`src/rtl/sat_pkg.sv`:
```
// Shared saturation helpers: MAX/MIN limits for a given signed width, the
// add/sub operation enum, and the common clamp/overflow functions so every
// block that saturates does so identically.
package sat_pkg;

  // Widest accumulator the helpers support; exact results carry two guard bits.
  localparam int unsigned SAT_MAX_W  = 64;
  localparam int unsigned SAT_WIDE_W = SAT_MAX_W + 2;

  typedef logic signed [SAT_WIDE_W-1:0] sat_wide_t;

  typedef enum logic {
    SAT_ADD = 1'b0,
    SAT_SUB = 1'b1
  } sat_op_e;

  // Largest signed value representable in w bits.
  function automatic sat_wide_t sat_max(input int unsigned w);
    return (sat_wide_t'(1) << (w - 1)) - sat_wide_t'(1);
  endfunction

  // Smallest signed value representable in w bits.
  function automatic sat_wide_t sat_min(input int unsigned w);
    return -(sat_wide_t'(1) << (w - 1));
  endfunction

  // True when x does not fit in a signed w-bit field.
  function automatic logic sat_ovf(input sat_wide_t x, input int unsigned w);
    return (x > sat_max(w)) || (x < sat_min(w));
  endfunction

  // Clamp x into the signed w-bit range.
  function automatic sat_wide_t sat_clamp(input sat_wide_t x, input int unsigned w);
    sat_wide_t r;
    r = x;
    if (x > sat_max(w)) begin
      r = sat_max(w);
    end else if (x < sat_min(w)) begin
      r = sat_min(w);
    end
    return r;
  endfunction

endpackage

```
`src/rtl/sat_addsub.sv`:
```
// Combinational signed add/subtract with clamp-or-wrap on overflow.
//   a, b      : signed W-bit operands
//   op        : SAT_ADD (a + b) or SAT_SUB (a - b)
//   result_c  : clamped (WRAP=0) or low W bits (WRAP=1) of the exact result
//   ovf_c     : exact result fell outside the signed W-bit range
module sat_addsub
  import sat_pkg::*;
#(
  parameter int unsigned W    = 32,
  parameter bit          WRAP = 1'b0
) (
  input  logic [W-1:0] a,
  input  logic [W-1:0] b,
  input  sat_op_e      op,
  output logic [W-1:0] result_c,
  output logic         ovf_c
);

  localparam int unsigned XW = W + 2;

  logic signed [XW-1:0] a_x;
  logic signed [XW-1:0] b_x;
  logic signed [XW-1:0] exact;
  sat_wide_t            wide;
  sat_wide_t            clamped;

  // Two guard bits make a - MIN and MIN + MIN exact before the range check.
  always_comb begin
    a_x     = {{2{a[W-1]}}, a};
    b_x     = {{2{b[W-1]}}, b};
    exact   = (op == SAT_SUB) ? (a_x - b_x) : (a_x + b_x);
    wide    = sat_wide_t'(exact);
    clamped = sat_clamp(wide, W);
    ovf_c   = sat_ovf(wide, W);
    result_c = WRAP ? W'(exact) : W'(clamped);
  end

endmodule

```
`src/rtl/sat_accum_bank.sv`:
```
// Multi-channel saturating accumulator bank with a registered valid/ready
// result port.
//   clk, rst_n          : clock, synchronous active-low reset
//   in_valid/in_ready   : sample handshake; in_ch, in_data, in_sub carry the op
//   clr, clr_all, clr_ch: one-cycle clear of one channel or all channels
//   out_valid/out_ready : result handshake; out_ch, out_sum, out_sat carry it
//   sat_sticky          : per-channel overflow flags since last clear/reset
module sat_accum_bank
  import sat_pkg::*;
#(
  parameter int unsigned BITWIDTH = 32,
  parameter int unsigned NUM_CH   = 4,
  parameter bit          WRAP     = 1'b0,
  parameter int unsigned CH_W     = (NUM_CH > 1) ? $clog2(NUM_CH) : 1
) (
  input  logic                clk,
  input  logic                rst_n,
  input  logic                in_valid,
  output logic                in_ready,
  input  logic [CH_W-1:0]     in_ch,
  input  logic [BITWIDTH-1:0] in_data,
  input  logic                in_sub,
  input  logic                clr,
  input  logic                clr_all,
  input  logic [CH_W-1:0]     clr_ch,
  output logic                out_valid,
  input  logic                out_ready,
  output logic [CH_W-1:0]     out_ch,
  output logic [BITWIDTH-1:0] out_sum,
  output logic                out_sat,
  output logic [NUM_CH-1:0]   sat_sticky
);

  logic [BITWIDTH-1:0] acc [NUM_CH];

  logic                accept_c;
  logic                ch_ok_c;
  logic                clr_hit_in_c;
  logic [BITWIDTH-1:0] acc_old_c;
  logic [BITWIDTH-1:0] res_c;
  logic                ovf_c;

  // The output register is the only buffering; a new sample may enter
  // whenever it is empty or being drained this cycle.
  assign in_ready     = rst_n & (~out_valid | out_ready);
  assign accept_c     = in_valid & in_ready;
  assign ch_ok_c      = 32'(in_ch) < NUM_CH;
  assign clr_hit_in_c = clr & (clr_all | (clr_ch == in_ch));

  // A same-cycle clear of the target channel makes the old value zero.
  always_comb begin
    acc_old_c = '0;
    if (ch_ok_c && !clr_hit_in_c) begin
      acc_old_c = acc[in_ch];
    end
  end

  sat_addsub #(
    .W    (BITWIDTH),
    .WRAP (WRAP)
  ) u_addsub (
    .a        (acc_old_c),
    .b        (in_data),
    .op       (sat_op_e'(in_sub)),
    .result_c (res_c),
    .ovf_c    (ovf_c)
  );

  // Accumulator, sticky and output-register state.
  always_ff @(posedge clk) begin
    if (!rst_n) begin
      for (int i = 0; i < NUM_CH; i++) begin
        acc[i] <= '0;
      end
      sat_sticky <= '0;
      out_valid  <= 1'b0;
      out_ch     <= '0;
      out_sum    <= '0;
      out_sat    <= 1'b0;
    end else begin
      for (int i = 0; i < NUM_CH; i++) begin
        if (accept_c && ch_ok_c && (in_ch == CH_W'(i))) begin
          acc[i]        <= res_c;
          // A cleared channel's sticky reflects only this operation.
          sat_sticky[i] <= ovf_c | (sat_sticky[i] & ~clr_hit_in_c);
        end else if (clr && (clr_all || (clr_ch == CH_W'(i)))) begin
          acc[i]        <= '0;
          sat_sticky[i] <= 1'b0;
        end
      end

      // Out-of-range channels are swallowed without producing a result.
      if (accept_c && ch_ok_c) begin
        out_valid <= 1'b1;
        out_ch    <= in_ch;
        out_sum   <= res_c;
        out_sat   <= ovf_c;
      end else if (out_ready) begin
        out_valid <= 1'b0;
      end
    end
  end

endmodule

```
`config.mk`:
```
export PLATFORM = sky130hd
export DESIGN_NAME = sat_accum_bank
export DESIGN_NICKNAME = d
export VERILOG_FILES = /design/src/rtl/sat_pkg.sv /design/src/rtl/sat_addsub.sv /design/src/rtl/sat_accum_bank.sv
export SDC_FILE = /design/constraint.sdc
export NUM_CORES = 1
export LEC_CHECK = 0
export BUFFER_PORTS_ARGS = -buffer_cell sky130_fd_sc_hd__buf_2
export CAP_MARGIN = 20
export CORE_MARGIN = 2
export CORE_UTILIZATION = 32
export CTS_CLUSTER_DIAMETER = 150
export DETAILED_ROUTE_END_ITERATION = 8
export GPL_ROUTABILITY_DRIVEN = 0
export GPL_TIMING_DRIVEN = 0
export PLACE_DENSITY = 0.58
export SETUP_SLACK_MARGIN = 0.05
export SLEW_MARGIN = 20
export SYNTH_ARGS = -nofsm -noshare
export SYNTH_HDL_FRONTEND = slang
export SYNTH_SLANG_ARGS = --single-unit
```
`constraint.sdc`:
```
create_clock -name clk -period 7.4 [get_ports clk]
set_input_delay 1.48 -clock clk [delete_from_list [all_inputs] [get_ports clk]]
set_output_delay 1.48 -clock clk [all_outputs]
set_load 0.03 [all_outputs]
```
### Word-level counts from Yosys, hierarchy flattened

Memory sizes are Yosys's and may differ from the RTL's.
Index checks and enable logic that the tools add are counted.

| word-level totals | value |
|---|---|
| register bits after elaboration | 40 |
| bits in latches | 0 |
| memory bits (writable) | 128 |
| ROM bits | 0 |
| input bits | 43 |
| memories kept | 1 |

| cells by class | value |
|---|---|
| add/sub/neg operators | 2 |
| multiply operators | 0 |
| divide/modulo/power cells | 0 |
| order comparisons | 2 |
| equality and inequality tests | 7 |
| shifts and indexed selects | 0 |
| muxes and demuxes | 51 |
| bitwise gates (word level) | 23 |
| reduce and logical (&&, ||, !) cells | 20 |

Memory list:

| name | words | bits a word | read ports | clocked after memory_dff | wr ports | line | text |
|---|---|---|---|---|---|---|---|
| acc | 4 | 32 | 1 | 0 | 4 | sat_accum_bank.sv:34 | `logic [BITWIDTH-1:0] acc [NUM_CH];` |

Operators by type and width:

| kind | number |
|---|---|
| $mux 32 | 11 |
| $mux 1 | 39 |
| $gt 34x32->1 const B | 1 |
| $lt 34x32->1 const B | 1 |
| $mux 34 | 1 |
| $add 32x32->33 | 1 |
| $sub 32x32->33 | 1 |
| $or 1x1->1 | 14 |
| $reduce_bool 2->1 | 5 |
| $eq 2x2->1 const B | 4 |
| $logic_and 1x1->1 | 8 |
| $and 1x1->1 | 7 |
| $logic_or 1x1->1 | 5 |
| $eq 2x1->1 const B | 2 |
| $logic_not 2->1 | 2 |
| $eq 2x2->1 | 1 |
| $not 1->1 | 2 |

### Logic depth before layout (Yosys ltp)

Gate-level depths: netlist of the first run.

| logic depth | value |
|---|---|
| depth in word-level cells | 11 |
| depth in mapped cells | 21 |
| depth with buffers taken out | 17 |

### Cells and area by module

A second synthesis of the first run with hierarchy kept.

| unflattened totals | value |
|---|---|
| cell total of the unflattened synthesis | 945 |
| area, all modules | 10107.2 µm² |

By module, submodules not included:

| module | instances | cells each | area an instance (µm²) |
|---|---|---|---|
| sat_accum_bank | 1 | 533 | 7308.3 |
| sat_addsub | 1 | 412 | 2798.9 |

### Worst setup path after synthesis of the first run

No wires, ideal clock.

| path | value |
|---|---|
| path type | input -> register |
| start | input port in_ch[0] |
| end | memory acc[3][11] (data pin) |
| library setup time | 0.140 ns |
| arrival | 5.575 ns |
| setup slack | 1.686 ns |
| cell stages on the path | 16 |
| buffers on the path | 5 |
| path through | buf_2 buf_1 mux4_2 nor2b_1 ha_1 buf_2 and3_1 a221o_1 a31o_1 o211a_1 o31a_1 or2_1 buf_2 buf_2 maj3_2 nor2_1 |

RTL lines:

| what | line | text |
|---|---|---|
| start: declaration | sat_accum_bank.sv:20 | `input logic [CH_W-1:0] in_ch,` |
| end: declaration | sat_accum_bank.sv:34 |  |

==> impl_metrics.csv, run 1 <==
group,metric,value,unit
outcome,outcome,"finished clean",
placement,numPortBuffers,81,
clocking,root_buffer,"clkbuf_16",
clocking,clkTransAtPathRegs,60,ps
clocking,cts_tree,"done",
cells_and_area,finalNetCount,1147,
synth,synth-seq-cells,168,
timing,timing.final.crit_share,91.6,%
timing,hold_viol_final,0,
route,antenna_left,0,
power_and_ir_drop,leakagePower,4.54,nW
synth,post-synth-top-count-cell,"nor2_1",
timing,max_freq,148,MHz
clocking,clock-sinks,168,
clocking,cts-resized-gates,0,
cells_and_area,final-seq-area,4640,sq um
clocking,h-tree-depth,4,
worst_setup_path,startpoint_type,"primary input",
timing,slew_headroom,33.1,%
timing,period_minus_slack,6780,ps
worst_setup_path,path_max_fanout,10,
grt,globalRouteOverflowTotal,0,
power_and_ir_drop,total_power,3.22,mW
die,rows,64,
die,start_util,32.7,%
cells_and_area,nFillCells,3052,
worst_setup_path,crit_path_end_kind,"register",
die,coreArea,30700,sq um
job,max_cap_violations,0,
timing,setup_tns,0,ps
synth,synth_area_leaders,"edfxtp_1 38%, dfxtp_1 8.0%, mux4_2 7.2%, nor2_1 6.3%, ha_1 4.1%",
synth,synth_top_area_share,38.2,%
clocking,clk_latency,440,ps
worst_setup_path,critPathKind,"primary input to register",
timing,timing.final.max_slew_violations,0,
cells_and_area,multi_input_area,5090,sq um
die,die-area,32900,sq um
route,drc_errors,0,
synth,syn_nets,1043,
power_and_ir_drop,powerDensity,274,nW/um^2
synth,syn_avg_cell_area,10.4,sq um
synth,syn-instance-count,966,
timing,skew,13.7,ps
hold_path,hp-class,"register to register",
route,wl_per_cell,20.1,um
clocking,cts.path.max_buffers,2,
grt,antenna_found_initial,0,
synth,yosys_warnings,0,
timing,max_slew.worst_pin.slew,1000,ps
die,fp.dieW,181,um
worst_setup_path,critPathArrivalTime,6930,ps
synth,ys.flop_type,"edfxtp_1",
grt,grt_pass1_vias,7635,
worst_setup_path,worstPathRequired,7550,ps
clocking,cts-buffers-inserted,17,
synth,synth_common_cells,"170 x nor2_1, 128 x edfxtp_1, 75 x a21oi_1",
die,die_h,181,um
clocking,cts_hold_buf,0,
synth,synth_edf_count,128,
placement,dp_hpwl,22.5,mm
cells_and_area,diodes,0,
route,routed_wl,29.8,mm
cells_and_area,stdcell_area,11700,sq um
die,io_pins,84,
synth,mappedNetlistArea,10100,sq um
cells_and_area,layout-drive-gt1-share,19.8,%
synth,async_flop_share,0,%
grt,grt_pass1_wl,45.5,mm
timing,setup-violations-final,0,
timing,rsz0062_at_grt,"false",
route,avgViaCountPerCell,5.33,
cells_and_area,syn2layout_area_growth,16.7,%
power_and_ir_drop,ir_drop,0.199,mV
route,vias,7881,
synth,synth_seq_area_share,46.2,%
synth,synth.largest_area_cell,"edfxtp_1",
synth,yosysUniqueCellTypes,68,
route,drt_iter0_drc,810,
grt,grt_max_degree,21,
clocking,postCtsSetupBuffers,0,
route,drt-pass1-iter-count,5,
placement,place_area,11100,sq um
grt,grt.total_usage,18.3,%
## cells in the final DEF, fill, tap and decap left out, types with 5 or more instances in the layout
master and count:
nand2_1 38, nor2b_1 36, nor2_1 170, clkbuf_16 17, xor2_1 12, a22o_1 15, nand2b_1 10, mux4_2 32
o221a_1 6, buf_2 91, xnor2_1 45, dfxtp_1 40, inv_1 19, edfxtp_1 128, a31oi_1 10, o211ai_1 6
a21oi_1 75, ha_1 33, nor3_1 15, bufinv_16 5, a211oi_1 7, a21o_1 13, clkbuf_1 52, maj3_2 28
nand4_1 11, o21ai_1 8, o21ai_0 56, nand3_1 14
## stage by stage
stage	std cells	util (%)	hold WS, ps	setup slack [ps]
after floorplan	966	-	570	1690
after global placement	1443	35.6	441	381
after detailed placement	1447	36.0	448	346
after CTS	1479	38.1	461	757
after global routing	1479	38.2	474	278
final	1479	38.2	463	624
## per-layer routing
metal  vias to the layer above  global-route usage (%)  share of wire [%]  wire length (um)
met4                         0                    4.39                1.2               348
li1                       3781                       -                  -                 -
met1                      3807                    27.4                 49             14500
met3                        19                    3.12                6.8              2020
met5                         -                       0                  0                 0
met2                       274                    27.5                 43             12900
## logic make-up (layout without fill, tap and decap cells)
logic type	after synthesis	in the layout	share of synthesized area, %
xor gates and xnor gates	61	61	5.61
adders and majority gates	63	63	7.54
AOI/OAI and AO/OA	231	231	14.9
DFF	168	168	46.2
buffers and inverters	85	202	3.45
muxes	33	33	7.27
and+or+nand+nor	325	325	15.1
## where the power goes
group          switching, mW  internal (mW)
logic                  0.712          0.364
clock network          0.382          0.612
registers             0.0352           1.11
## sequential cells by signal, summed over array words and instances, names as in the netlist
signal,cells
acc,128
out_ch,2
out_sat,1
out_sum,32
out_valid,1
sat_sticky,4
## final timing paths
| kind | startpoint | end | slack, ps | cells past startpoint |
|---|---|---|---|---|
| worst max-delay path | in_ch[1] | acc[2][30]$_SDFFCE_PP0P_ | 620 | 17 |
| worst min-delay path | out_ch[1]$_SDFFE_PN0P_ | out_ch[1]$_SDFFE_PN0P_ | 460 | 2 |
| worst max register to register | acc[0][0]$_SDFFCE_PP0P_ | acc[2][30]$_SDFFCE_PP0P_ | 2600 | 13 |
| worst min register to register | out_ch[1]$_SDFFE_PN0P_ | out_ch[1]$_SDFFE_PN0P_ | 460 | 2 |
## worst max-delay path: stages
cell and delay [ps]:
clkbuf_1 440, xnor2_1 190, a21oi_1 100, nor2b_1 410
clkbuf_1 550, nand2b_1 210, ha_1 160, inv_1 50
fa_1 420, a211oi_1 480, o21ai_0 420, a211oi_1 390
a21oi_1 170, a2111oi_0 640, nor3_1 110, o22ai_1 550
a21oi_1 160
## layout make-up
type	instances	area share, %
Clock buffer	19	3.77
Multi-Input combinational cell	713	43.4
Buffer	66	2.35
Timing Repair Buffer	85	4.27
Sequential cell	168	39.6
Inverter	19	0.608
Clock inverter	13	1.83
Tap cell	396	4.22
Note: power is estimated with default switching activity, not from simulation.
==> inputs of run 2 (changes only) <==
--- a/config.mk
+++ b/config.mk
@@ -6,4 +6,5 @@
 export NUM_CORES = 1
 export LEC_CHECK = 0
+export ABC_AREA = 1
 export BUFFER_PORTS_ARGS = -buffer_cell sky130_fd_sc_hd__buf_2
 export CAP_MARGIN = 20
==> constraint.sdc (replaced) <==
create_clock -name clk -period 7.4 [get_ports clk]
set_input_delay 1.85 -clock clk [delete_from_list [all_inputs] [get_ports clk]]
set_output_delay 1.85 -clock clk [all_outputs]
set_load 0.03 [all_outputs]
==> impl_metrics.csv, run 2 <==
group,metric,value,unit
cells_and_area,syn2layout_area_growth,15.3,%
cells_and_area,final-seq-area,4640,sq um
synth,synth.largest_area_cell,"edfxtp_1",
worst_setup_path,worstPathRequired,7570,ps
route,avgViaCountPerCell,5.12,
synth,async_flop_share,0,%
grt,globalRouteOverflowTotal,0,
worst_setup_path,path_buf_inv,3,
clocking,postCtsSetupBuffers,0,
synth,mappedNetlistArea,10200,sq um
synth,syn_avg_cell_area,7.64,sq um
cells_and_area,nFillCells,3334,
route,drt-pass1-iter-count,5,
clocking,clkTransAtPathRegs,70,ps
synth,synth_common_cells,"359 x nand2_1, 200 x nor2_1, 158 x inv_1",
grt,grt.total_usage,20.3,%
synth,synth_top_area_share,37.6,%
route,drc_errors,0,
grt,antenna_found_initial,0,
cells_and_area,finalNetCount,1522,
worst_setup_path,critPathArrivalTime,6260,ps
power_and_ir_drop,total_power,2.82,mW
job,max_cap_violations,0,
route,top_layer,"met4",
timing,slew_headroom,44.8,%
synth,synth-seq-cells,168,
grt,grt_max_degree,25,
worst_setup_path,crit_path_end_kind,"register",
grt,grt_pass1_vias,8867,
timing,timing.final.crit_share,82.2,%
outcome,outcome,"finished clean",
synth,syn_nets,1416,
grt,grt_pass1_wl,51.3,mm
die,rows,65,
timing,setup_tns,0,ps
timing,rsz0062_at_grt,"false",
worst_setup_path,startpoint_type,"primary input",
worst_setup_path,worst_path_max_delay_cell,"or3_1",
clocking,cts-buffers-inserted,17,
synth,yosysUniqueCellTypes,37,
cells_and_area,final_cell_mix,"356 x nand2_1, 200 x nor2_1, 158 x inv_1",
timing,period_minus_slack,6090,ps
worst_setup_path,critPathKind,"primary input to register",
synth,yosys_warnings,0,
clocking,h-tree-depth,4,
route,wl_met2,14.7,mm
clocking,cts.path.max_buffers,2,
timing,setup-violations-final,0,
die,coreArea,31600,sq um
synth,synth_area_leaders,"edfxtp_1 38%, nand2_1 13%, dfxtp_1 7.8%, nor2_1 7.3%, inv_1 5.8%",
timing,max_freq,164,MHz
power_and_ir_drop,powerDensity,239,nW/um^2
route,vias,9530,
clocking,cts-resized-gates,0,
timing,max_slew.worst_pin.slew,828,ps
cells_and_area,largest_register,"acc",
hold_path,hp-class,"register to register",
route,drt_iter0_drc,1003,
die,start_util,32.4,%
power_and_ir_drop,ir_drop,0.173,mV
synth,syn-instance-count,1339,
clocking,cts_hold_buf,0,
cells_and_area,diodes,0,
clocking,cts_tree,"done",
placement,numPortBuffers,83,
clocking,clk_latency,440,ps
clocking,root_buffer,"clkbuf_16",
cells_and_area,multi_input_area,4780,sq um
worst_setup_path,critPathTopFamily,"simple AND/OR/NAND/NOR gates",
cells_and_area,layout-drive-gt1-share,9.12,%
power_and_ir_drop,leakagePower,5.51,nW
route,m1WireLength,15.7,mm
timing,hold_viol_final,0,
synth,ys.flop_type,"edfxtp_1",
placement,dp_hpwl,25.8,mm
cells_and_area,largest_register_ffs,128,
route,wl_met3,2.28,mm
hold_path,min_path_cells,2,
synth,post-synth-top-count-cell,"nand2_1",
worst_setup_path,cp_slowest_stage_delay,390,ps
worst_setup_path,r2r_cells,19,
route,routed_wl,33.5,mm
clocking,clock-sinks,168,
die,die_h,183,um
cells_and_area,top_regs,"acc (128), out_sum (32), sat_sticky (4)",
route,wl_per_cell,18.0,um
synth,synth_edf_count,128,
worst_setup_path,path_depth,25,
cells_and_area,final_common_cell,"nand2_1",
timing,skew,12.5,ps
die,io_pins,84,
route,antenna_left,0,
die,fp.dieW,183,um
die,die-area,33400,sq um
timing,timing.final.max_slew_violations,0,
worst_setup_path,path_common_cell,"nand2_1",
worst_setup_path,path_max_fanout,10,
synth,synth_seq_area_share,45.4,%
-- run 2: cell types whose count changed after synthesis, moves of 29 or more --
cell,delta
mux4_2,-32
nor2b_1,-36
nand3_1,+74
inv_1,+139
a22oi_1,+29
nand2_1,+320
nor2_1,+30
o21ai_0,-40
xnor2_1,-30
-- run 2: final timing paths --
path	startpoint	to	slack, ps
max	in_data[0]	acc[0][5]$_SDFFCE_PP0P_	1310
min	out_sum[1]$_SDFFE_PN0P_	out_sum[1]$_SDFFE_PN0P_	470
max reg2reg	acc[0][0]$_SDFFCE_PP0P_	acc[0][5]$_SDFFCE_PP0P_	3540
min reg2reg	out_sum[1]$_SDFFE_PN0P_	out_sum[1]$_SDFFE_PN0P_	470
-- run 2: final cells by class --
type	count	share of cell area [%]
tap	402	4.26
timing repair buffer	87	4.32
multi-input combinational	958	40.5
clock inverter	7	0.382
inverter	161	5.12
clock buffer	25	4.22
sequential	168	39.3
buffer	52	1.88
-- run 2: stage by stage --
stage	utilization [%]	std cells	setup WS, ps	cell area (sq um)	hold slack [ps]
after CTS	37.4	1860	1410	11800	466
after detailed placement	35.7	1828	979	11300	456
after global routing	37.4	1860	921	11800	487
after global placement	35.3	1824	1000	11200	449
final	37.4	1860	1310	11800	468
after floorplan	-	1339	2270	10200	595
-- run 2: layer usage --
layer | up-vias | GRT usage, %
li1 | 4606 | -
met5 | - | 0
met1 | 4473 | 29.8
met3 | 50 | 2.62
met2 | 401 | 31.1
met4 | 0 | 5.89
-- run 2: cells by family (layout without fill, tap and decap cells) --
| logic type | after synthesis | in the layout | share of synthesized area (%) |
|---|---|---|---|
| buf+inv | 213 | 332 | 8.07 |
| fa+ha+maj | 34 | 34 | 4.23 |
| flops | 168 | 168 | 45.4 |
| compound gates | 181 | 181 | 10.6 |
| simple gates | 694 | 694 | 27.5 |
| xor+xnor | 49 | 49 | 4.19 |
-- run 2: report_power, final --
group          leakage [nW]  internal [mW]  total (mW)  switching, mW
combinational          3.53          0.245       0.839          0.594
sequential             1.72           1.11        1.14         0.0303
clock                 0.265          0.468       0.839          0.370
-- run 2: worst reg2reg max path, delay by kind of cell (launching register included) --
| kind | cells | cell delay (ps) |
|---|---|---|
| AO/OA/AOI/OAI | 2 | 440 |
| flip-flops | 1 | 360 |
| AND/OR/NAND/NOR | 13 | 1960 |
| buffers and inverters | 2 | 360 |
| adder cells (fa/ha/maj) | 2 | 600 |
==> inputs of run 3 (changes only) <==
Settings changed: ABC_AREA 1 to 0, PLACE_DENSITY 0.58 to 0.6.
Clock period 7.4 ns to 5.28 ns, I/O delays scaled along.
==> impl_metrics.csv, run 3 (same netlist as run 1, synthesis figures left out) <==
group,metric,value,unit
cells_and_area,stdcell_area,12800,sq um
die,die-area,32900,sq um
cells_and_area,final_cell_mix,"137 x nor2_1, 128 x edfxtp_1, 79 x buf_2",
clocking,clk_latency,440,ps
route,vias,8307,
grt,grt.total_usage,18.7,%
clocking,cts-buffers-inserted,17,
timing,hold_viol_final,0,
cells_and_area,syn2layout_area_growth,26.9,%
hold_path,hp-class,"register to register",
route,wl_per_cell,20.7,um
die,io_pins,84,
cells_and_area,largest_register,"acc",
worst_setup_path,startpoint_type,"primary input",
cells_and_area,nFillCells,2928,
worst_setup_path,critPathArrivalTime,5490,ps
worst_setup_path,critPathTopFamily,"simple AND/OR/NAND/NOR gates",
power_and_ir_drop,powerDensity,369,nW/um^2
die,rows,64,
route,avgViaCountPerCell,5.49,
placement,numPortBuffers,81,
timing,setup_tns,0,ps
power_and_ir_drop,leakagePower,4.90,nW
cells_and_area,largest_register_ffs,128,
cells_and_area,fin_cells,1512,
worst_setup_path,cp_slowest_stage_delay,560,ps
placement,dp_hpwl,22.2,mm
route,routed_wl,31.3,mm
die,start_util,32.7,%
timing,timing.final.max_slew_violations,0,
timing,max_slew.worst_pin.slew,764,ps
outcome,outcome,"finished clean",
worst_setup_path,path_max_fanout,6,
clocking,clkTransAtPathRegs,70,ps
placement,place_area,11100,sq um
worst_setup_path,worst_path_max_delay_cell,"or4_4",
placement,dp.cells,1447,
worst_setup_path,critPathKind,"primary input to register",
cells_and_area,layout-drive-gt1-share,33.2,%
clocking,clock-sinks,168,
worst_setup_path,path_buf_inv,4,
timing,fin_hold_ws,462,ps
die,fp.dieW,181,um
clocking,root_buffer,"clkbuf_16",
power_and_ir_drop,ir_drop,0.284,mV
clocking,h-tree-depth,4,
job,max_cap_violations,0,
timing,slew_headroom,49.1,%
route,drt_iter0_drc,870,
timing,timing.final.crit_share,98.6,%
worst_setup_path,worstPathRequired,5570,ps
route,drc_errors,0,
clocking,cts_tree,"done",
grt,antenna_found_initial,0,
grt,grt_pass1_wl,46.8,mm
timing,period_minus_slack,5200,ps
die,coreArea,30700,sq um
grt,grt_max_degree,24,
timing,rsz0062_at_grt,"true",
timing,max_freq,192,MHz
clocking,cts.path.max_buffers,2,
die,die_h,181,um
cells_and_area,diodes,0,
timing,skew,11.9,ps
cells_and_area,fin_util,41.5,%
worst_setup_path,crit_path_end_kind,"register",
grt,globalRouteOverflowTotal,0,
cells_and_area,final_common_cell,"nor2_1",
cells_and_area,final-seq-area,4640,sq um
cells_and_area,multi_input_area,5670,sq um
grt,grt_pass1_vias,7932,
worst_setup_path,crit_path_cell_trace,"buf_2 > or4_4 > nor4_4 > buf_6 > nand2_8 > nor2_4 > nor2_1 > xnor2_1 > ha_2 > nand4_1 > nor2_4 > o41ai_4 > a21oi_2 > o31a_1 > or2_4 > buf_12 > buf_12 > maj3_4 > nor2_2",
cells_and_area,top_regs,"acc (128), out_sum (32), sat_sticky (4)",
route,drt-pass1-iter-count,5,
cells_and_area,finalNetCount,1180,
route,antenna_left,0,
timing,setup-violations-final,0,
-- run 3: cell count changes in the layout (fill, tap and decap cells not counted), sizes merged, moves of 29 or more --
cell   before  now
xnor2      15   48
a22oi      30    1
nor2b       0   36
nand2     359   39
nor2      202  170
mux4        0   32
maj3        0   29
inv       159   23
o21ai      16   64
buf        99  142
nand3      91   17
-- run 3: power breakdown --
part | switching, mW | leakage, nW | internal (mW)
Sequential | 0.0470 | 1.72 | 1.56
Clock | 0.543 | 0.290 | 0.744
Combinational | 1.11 | 2.89 | 0.711
-- run 3: stage by stage --
step | worst slack, ps | total power, mW
floorplan | 78.7 | 2.65
global placement | -1580 | 3.10
detailed placement | -1650 | 3.11
CTS | 30.9 | 4.51
global route | -89.9 | 4.90
finish | 75.7 | 4.71
-- run 3: tightest hold or removal path, stage by stage (launching register included) --
cell,delay (ps)
dfxtp_1,310
nand2_1,50
a21oi_1,50
-- run 3: final cells by class --
cell class	instances	share of cell area, %
Sequential cell	168	36.4
Multi-Input combinational cell	713	44.4
Timing Repair Buffer	130	7.18
Clock inverter	12	1.09
Inverter	19	0.559
Clock buffer	20	3.67
Tap cell	396	3.88
Buffer	54	2.81
-- run 3: what timing repair did --
action                                  4_1_cts  5_1_grt
pin swaps                                    24       50
gates cloned                                  1        2
resized for setup                            71      122
buffers inserted                             17       25
endpoints found under the setup margin      165      160
hold buffers                                  0        0
-- run 3: worst paths after layout --
kind                            slack [ps]                        to  cells after the start                     from
worst max-delay path                    80  acc[2][26]$_SDFFCE_PP0P_                     19              in_data[15]
worst min-delay path                   460    out_ch[1]$_SDFFE_PN0P_                      2   out_ch[1]$_SDFFE_PN0P_
worst max register to register        1280  acc[2][26]$_SDFFCE_PP0P_                     13  acc[3][4]$_SDFFCE_PP0P_
worst min register to register         460    out_ch[1]$_SDFFE_PN0P_                      2   out_ch[1]$_SDFFE_PN0P_
-- run 3: layer usage --
layer	global-route usage, %	up-vias	routed length [um]
met5	0	-	0
met4	4.26	0	354
met3	2.84	26	2310
met2	28.4	355	14100
met1	27.8	4090	14500
li1	-	3836	-
